### config.mk
export PLATFORM = sky130hd
export DESIGN_NAME = writeback_stage_reg_flat
export DESIGN_NICKNAME = d
export VERILOG_FILES = /design/src/rtl/writeback_stage_reg_if.sv /design/src/rtl/writeback_stage_reg.sv /design/src/flat_wrapper.sv
export SDC_FILE = /design/constraint.sdc
export NUM_CORES = 1
export LEC_CHECK = 0
export ABC_AREA = 0
export BUFFER_PORTS_ARGS = -buffer_cell sky130_fd_sc_hd__clkbuf_2
export CORE_MARGIN = 2
export CORE_UTILIZATION = 44
export DETAILED_ROUTE_END_ITERATION = 16
export GPL_TIMING_DRIVEN = 0
export HOLD_SLACK_MARGIN = 0.15
export PLACE_DENSITY = 0.88
export SYNTH_ARGS = -nofsm -noshare
export SYNTH_HDL_FRONTEND = slang
export SYNTH_SLANG_ARGS = --single-unit
### constraint.sdc
create_clock -name clk -period 2.05 [get_ports clk]
set_input_delay 0.205 -clock clk [delete_from_list [all_inputs] [get_ports clk]]
set_output_delay 0.205 -clock clk [all_outputs]
set_load 0.01 [all_outputs]
### src/rtl/writeback_stage_reg_if.sv
// MEM->WB bundle for the writeback stage register.
// The master drives the memory-stage side; the slave is the stage itself.
interface writeback_stage_reg_if #(
  parameter int XLEN       = 32,
  parameter int REG_ADDR_W = 5,
  parameter int CNT_W      = 32
);
  logic                  ValidM;
  logic                  StallW;
  logic                  FlushW;
  logic                  RegWriteM;
  logic [1:0]            WbSelM;
  logic [2:0]            Funct3M;
  logic [XLEN-1:0]       ALUOutM;
  logic [XLEN-1:0]       DataMemOutM;
  logic [XLEN-1:0]       PcM;
  logic [XLEN-1:0]       ImmM;
  logic [REG_ADDR_W-1:0] WriteAddressM;

  logic                  RegWriteW;
  logic [REG_ADDR_W-1:0] WriteAddressW;
  logic [XLEN-1:0]       RegInDataW;
  logic                  ValidW;
  logic                  MisalignW;
  logic [CNT_W-1:0]      RetireCount;

  modport master (
    output ValidM, StallW, FlushW, RegWriteM, WbSelM, Funct3M,
           ALUOutM, DataMemOutM, PcM, ImmM, WriteAddressM,
    input  RegWriteW, WriteAddressW, RegInDataW, ValidW, MisalignW, RetireCount
  );

  modport slave (
    input  ValidM, StallW, FlushW, RegWriteM, WbSelM, Funct3M,
           ALUOutM, DataMemOutM, PcM, ImmM, WriteAddressM,
    output RegWriteW, WriteAddressW, RegInDataW, ValidW, MisalignW, RetireCount
  );
endinterface

### src/rtl/writeback_stage_reg.sv
// RV32 MEM/WB register: result select, sub-word load extraction, misaligned-load
// detection, register-file write port and a retired-write counter.
module writeback_stage_reg #(
  parameter int XLEN       = 32,
  parameter int REG_ADDR_W = 5,
  parameter int CNT_W      = 32
) (
  input logic                 clk,
  input logic                 rst,
  writeback_stage_reg_if.slave wb
);

  localparam logic [CNT_W-1:0] CNT_ONE  = {{(CNT_W-1){1'b0}}, 1'b1};
  localparam logic [XLEN-1:0]  LINK_OFS = XLEN'(4);

  logic [1:0]      off;
  logic [7:0]      byteSel;
  logic [15:0]     halfSel;
  logic [XLEN-1:0] loadData;
  logic [XLEN-1:0] resData;
  logic            isLoad;
  logic            misalign;
  logic            wrEn;

  assign off    = wb.ALUOutM[1:0];
  assign isLoad = (wb.WbSelM == 2'b01);

  always_comb begin
    byteSel = 8'h00;
    case (off)
      2'd0:    byteSel = wb.DataMemOutM[7:0];
      2'd1:    byteSel = wb.DataMemOutM[15:8];
      2'd2:    byteSel = wb.DataMemOutM[23:16];
      default: byteSel = wb.DataMemOutM[31:24];
    endcase
    halfSel = off[1] ? wb.DataMemOutM[31:16] : wb.DataMemOutM[15:0];
  end

  // Unlisted Funct3 encodings fall through to the word path, alignment rule included.
  always_comb begin
    loadData = wb.DataMemOutM;
    misalign = 1'b0;
    case (wb.Funct3M)
      3'b000: loadData = {{(XLEN-8){byteSel[7]}}, byteSel};
      3'b100: loadData = {{(XLEN-8){1'b0}}, byteSel};
      3'b001: begin
        loadData = {{(XLEN-16){halfSel[15]}}, halfSel};
        misalign = off[0];
      end
      3'b101: begin
        loadData = {{(XLEN-16){1'b0}}, halfSel};
        misalign = off[0];
      end
      default: begin
        loadData = wb.DataMemOutM;
        misalign = (off != 2'b00);
      end
    endcase
    misalign = misalign & isLoad;
  end

  // A misaligned load reports its faulting address on the data port.
  always_comb begin
    resData = wb.ALUOutM;
    case (wb.WbSelM)
      2'b00:   resData = wb.ALUOutM;
      2'b01:   resData = misalign ? wb.ALUOutM : loadData;
      2'b10:   resData = wb.PcM + LINK_OFS;
      default: resData = wb.ImmM;
    endcase
  end

  assign wrEn = wb.RegWriteM & wb.ValidM & ~misalign & (wb.WriteAddressM != '0);

  always_ff @(posedge clk) begin
    if (rst) begin
      wb.RegWriteW     <= 1'b0;
      wb.WriteAddressW <= '0;
      wb.RegInDataW    <= '0;
      wb.ValidW        <= 1'b0;
      wb.MisalignW     <= 1'b0;
      wb.RetireCount   <= '0;
    end else begin
      // A write held across a stall commits only on the edge that releases it.
      if (wb.RegWriteW && !wb.StallW)
        wb.RetireCount <= wb.RetireCount + CNT_ONE;

      if (wb.FlushW || (!wb.StallW && !wb.ValidM)) begin
        wb.ValidW    <= 1'b0;
        wb.RegWriteW <= 1'b0;
        wb.MisalignW <= 1'b0;
      end else if (!wb.StallW) begin
        wb.ValidW        <= 1'b1;
        wb.RegWriteW     <= wrEn;
        wb.MisalignW     <= misalign;
        wb.WriteAddressW <= wb.WriteAddressM;
        wb.RegInDataW    <= resData;
      end
    end
  end

endmodule
### src/flat_wrapper.sv
// flat-port wrapper written by rule: the top's interface ports become plain ports
module writeback_stage_reg_flat 
#(
  parameter int XLEN       = 32,
  parameter int REG_ADDR_W = 5,
  parameter int CNT_W      = 32
)
  (clk, rst, wb_ValidM, wb_StallW, wb_FlushW, wb_RegWriteM, wb_WbSelM, wb_Funct3M, wb_ALUOutM, wb_DataMemOutM, wb_PcM, wb_ImmM, wb_WriteAddressM, wb_RegWriteW, wb_WriteAddressW, wb_RegInDataW, wb_ValidW, wb_MisalignW, wb_RetireCount);
  writeback_stage_reg_if #(.XLEN(XLEN), .REG_ADDR_W(REG_ADDR_W), .CNT_W(CNT_W)) wb_i ();
  input logic clk;
  input logic rst;
  input wire logic [$bits(wb_i.ValidM)-1:0] wb_ValidM;
  input wire logic [$bits(wb_i.StallW)-1:0] wb_StallW;
  input wire logic [$bits(wb_i.FlushW)-1:0] wb_FlushW;
  input wire logic [$bits(wb_i.RegWriteM)-1:0] wb_RegWriteM;
  input wire logic [$bits(wb_i.WbSelM)-1:0] wb_WbSelM;
  input wire logic [$bits(wb_i.Funct3M)-1:0] wb_Funct3M;
  input wire logic [$bits(wb_i.ALUOutM)-1:0] wb_ALUOutM;
  input wire logic [$bits(wb_i.DataMemOutM)-1:0] wb_DataMemOutM;
  input wire logic [$bits(wb_i.PcM)-1:0] wb_PcM;
  input wire logic [$bits(wb_i.ImmM)-1:0] wb_ImmM;
  input wire logic [$bits(wb_i.WriteAddressM)-1:0] wb_WriteAddressM;
  output wire logic [$bits(wb_i.RegWriteW)-1:0] wb_RegWriteW;
  output wire logic [$bits(wb_i.WriteAddressW)-1:0] wb_WriteAddressW;
  output wire logic [$bits(wb_i.RegInDataW)-1:0] wb_RegInDataW;
  output wire logic [$bits(wb_i.ValidW)-1:0] wb_ValidW;
  output wire logic [$bits(wb_i.MisalignW)-1:0] wb_MisalignW;
  output wire logic [$bits(wb_i.RetireCount)-1:0] wb_RetireCount;
  assign wb_i.ValidM = wb_ValidM;
  assign wb_i.StallW = wb_StallW;
  assign wb_i.FlushW = wb_FlushW;
  assign wb_i.RegWriteM = wb_RegWriteM;
  assign wb_i.WbSelM = wb_WbSelM;
  assign wb_i.Funct3M = wb_Funct3M;
  assign wb_i.ALUOutM = wb_ALUOutM;
  assign wb_i.DataMemOutM = wb_DataMemOutM;
  assign wb_i.PcM = wb_PcM;
  assign wb_i.ImmM = wb_ImmM;
  assign wb_i.WriteAddressM = wb_WriteAddressM;
  assign wb_RegWriteW = wb_i.RegWriteW;
  assign wb_WriteAddressW = wb_i.WriteAddressW;
  assign wb_RegInDataW = wb_i.RegInDataW;
  assign wb_ValidW = wb_i.ValidW;
  assign wb_MisalignW = wb_i.MisalignW;
  assign wb_RetireCount = wb_i.RetireCount;
  writeback_stage_reg #(.XLEN(XLEN), .REG_ADDR_W(REG_ADDR_W), .CNT_W(CNT_W)) u_core (.clk(clk), .rst(rst), .wb(wb_i));
endmodule
==> run metrics <==
Hold Vio Cnt, Final 0; Final GP Congestion 1.024; DIE WIDTH 111.6 µm; Mapped Nets 825; Warnings, synthesis 0; Synth Area in Simple Gates 28.32%; critical path class in2reg; #FFs+latches synth 72; cell-internal power 0.002676 W; GR Util met1 38.53%; Post-Synth XOR/XNOR Area 6.539%; CP arrival 2.22 ns; max_slew headroom 30.65%; Sequential Power Share 38.0%; number of library cell types mapped by synthesis 78; H-tree depth 3; FMAX 0.5007 GHz; Skew-Pair Late Insertion Delay 0.33 ns; Worst-Margin Slew 1.035 ns; P_leak 2.808 nW; Final Power 0.003807 W; max-cap violations 0; Clock Power Share 41.7%; CP startpoint kind input port; drc violations 0; final setup fails 0; gr usage total 32.75%; Clock Pin Slew Worst Setup and Hold Paths 0.06 ns; Synth top area share 28.32%; vias 6646; pwr dens 561.5 nW/µm²; drt wl/cell 20.10 µm; Reg2Reg Depth 7; combinational share of power 20.3%; FF+latch area 1450 µm²; fin crit share 97.43%; Fin Setup TNS 0 ns; layout cell share with drive strength beyond 1 30.27%; num rows 39; crit end category register; Post-Syn Area per Cell 7.496 µm²; register area share after synthesis 28.32%; Mapped Cells 679; Switching Share 29.72%; largest family of logic cells by synthesized area compound AO/OA/AOI/OAI gates; Most used DFF post-synth dfxtp_1; router iterations before antenna repair 9; Final Util 59.63%; clock sink count 72; Period minus WS final 1.997 ns; first-pass GRT wire length 32220 µm; met2 Usage GRT 54.15%; peak supply drop 0.0003689 V; Post-synth EDFFs 0; Top-Level Pins 216; chip height 111.6 µm; final net count 1056; R2R setup slack 0.08 ns; Clock Skew 0.003900 ns; HP Class in2reg; outcome complete, no violations; final non-filler cell total 1059; clk buf depth 2; CTS Buf Count 9; antenna violations before repair 1; total die area 12440 µm²; CP max FO 10; P_sw 0.001131 W; HPWL Detailed 16160 µm; clk root buf clkbuf_16; Reg2Reg Launch Point u_core.wb.RetireCount[0]$_SDFFE_PP0P_; vias in the first global route 6296; CTS tree built; Yosys top cell by area dfxtp_1; Critical Path Sink u_core.wb.RegInDataW[18]$_SDFFE_PP0P_; initial core utilization 44.77%; RSZ-0062 raised after global routing yes; mux cell area share after synthesis 1.672%; met3 Resource Use GR 8.492%; Via density 6.276; largest net degree at the start of global routing 13; # fillers 1044; dpl cells 1034; Congestion Overflow GR 0; synthesized area 5090 µm²; Worst R2R End u_core.wb.RetireCount[20]$_SDFFE_PP0P_; Slew Viols, Final 0; CP required 2.28 ns; routed wire length 21290 µm; Synth async-reset ratio 0%; Detailed Route Iter0 Violations 713; Multi-input gate area 3407 µm²; top cells by area, synth dfxtp_1 (28%), nand2_1 (5.5%), o21ai_0 (5.3%); Routed Antenna Nets 0; adder-cell share of the synthesized area 0.4916%; Compound-Gate Fraction of Synth Area 28.64%; GR peak layer met2; Setup crit start wb_WbSelM[0]; P&R area growth vs syn 33.21%; Port Buffers 212; Core Area 11370 µm²
-- kinds of logic after synthesis --
kind of cell,Yosys count
AO/OA/AOI/OAI,218
multiplexers,7
AND/OR/NAND/NOR,273
flip-flops,72
XOR/XNOR,38
buffers and inverters,69
adder cells (fa/ha/maj),2
-- layer usage --
metal | vias to the layer above | part of all wire, %
met4 | 0 | 6.0
met5 | - | 0
li1 | 3019 | -
met1 | 3020 | 37
met3 | 107 | 11
met2 | 500 | 46
-- worst min-delay path by stage --
stage	end	slack, ns	startpoint	depth (start not counted)
after floorplan	u_core.wb.MisalignW$_SDFFE_PP0N_	0.28	wb_FlushW	1
after global placement	u_core.wb.RegInDataW[18]$_SDFFE_PP0P_	0.44	u_core.wb.RegInDataW[18]$_SDFFE_PP0P_	2
after detailed placement	u_core.wb.RegInDataW[5]$_SDFFE_PP0P_	0.44	u_core.wb.RegInDataW[5]$_SDFFE_PP0P_	2
after CTS	u_core.wb.RegInDataW[5]$_SDFFE_PP0P_	0.15	wb_ImmM[5]	3
after global routing	u_core.wb.RegInDataW[18]$_SDFFE_PP0P_	0.19	wb_ImmM[18]	3
final	u_core.wb.RegInDataW[5]$_SDFFE_PP0P_	0.16	wb_ImmM[5]	3
-- timing repair --
item / CTS / global route
hold buffers: 7 / 0
resized for setup: 2 / 26
buffers inserted: 0 / 1
hold endpoints to repair: 9 / 0
endpoints found under the setup margin: 2 / 32
-- layout make-up --
cell class                 count  area share [%]
timing repair buffer         220           16.79
multi-input combinational    538           50.25
clock inverter                 5          0.8489
buffer                        48           3.451
sequential                    72           21.39
clock buffer                  11           3.432
tap                          143           2.639
inverter                      21           1.163
antenna                        1         0.03691
-- cell usage after synthesis, types with 6 or more instances --
| master | n |
|---|---|
| nand4_1 | 10 |
| and3_1 | 8 |
| nor2_1 | 48 |
| a221oi_1 | 9 |
| o31ai_1 | 9 |
| xor2_1 | 14 |
| dfxtp_1 | 72 |
| xnor2_1 | 24 |
| o21ai_0 | 54 |
| or4_1 | 7 |
| nand2b_1 | 10 |
| nand3_1 | 26 |
| clkbuf_1 | 35 |
| nor3_1 | 24 |
| a211oi_1 | 6 |
| nor3b_1 | 6 |
| inv_1 | 20 |
| a31oi_1 | 10 |
| nor2b_1 | 6 |
| nor4_1 | 17 |
| o22ai_1 | 8 |
| a21oi_1 | 45 |
| a21o_1 | 8 |
| nand2_1 | 75 |
| a32oi_1 | 9 |
-- flip-flops by register name, summed over array words and instances (netlist names) --
name / flops
u_core.wb.RegInDataW: 32
u_core.wb.RetireCount: 32
u_core.wb.ValidW: 1
u_core.wb.RegWriteW: 1
u_core.wb.MisalignW: 1
u_core.wb.WriteAddressW: 5
-- cell usage in the layout, fill, tap and decap left out, drive strengths merged, types with 10 or more instances in the layout --
cell type  netlist  routed
clkbuf          38     261
nand2           75      75
dfxtp           72      72
o21ai           58      58
nor2            48      48
a21oi           45      45
nand3           28      28
xnor2           24      24
nor3            24      24
inv             20      20
nor4            17      17
xor2            14      14
nand4           11      11
buf             10      11
nand2b          10      10
a31oi           10      10
a221oi          10      10
-- critical path, stage by stage --
cell	delay, ns
buf_2	0.21
clkbuf_1	0.57
nand3_1	0.59
a21o_1	0.32
a32oi_1	0.23
o21ai_1	0.08
-- power by group through the flow --
| stage | clock network (W) | registers (W) | logic (W) |
|---|---|---|---|
| after floorplan | 0 | 0.00149 | 0.000352 |
| after global placement | 0 | 0.00148 | 0.000721 |
| after detailed placement | 0 | 0.00148 | 0.000726 |
| after CTS | 0.00161 | 0.00145 | 0.000738 |
| after global routing | 0.00167 | 0.00145 | 0.000820 |
| final | 0.00159 | 0.00145 | 0.000773 |
-- stage by stage --
step | setup slack (ns) | instance area (µm²) | hold slack [ns]
5_1_grt | -0.03190 | 6780 | 0.1864
3_5_place_dp | -0.3797 | 6330 | 0.4440
6_report | 0.05266 | 6780 | 0.1646
4_1_cts | -0.01543 | 6700 | 0.1512
2_1_floorplan | 0.09841 | 5090 | 0.2843
3_3_place_gp | -0.3558 | 6330 | 0.4396
Note: power is estimated with default switching activity, not from simulation.
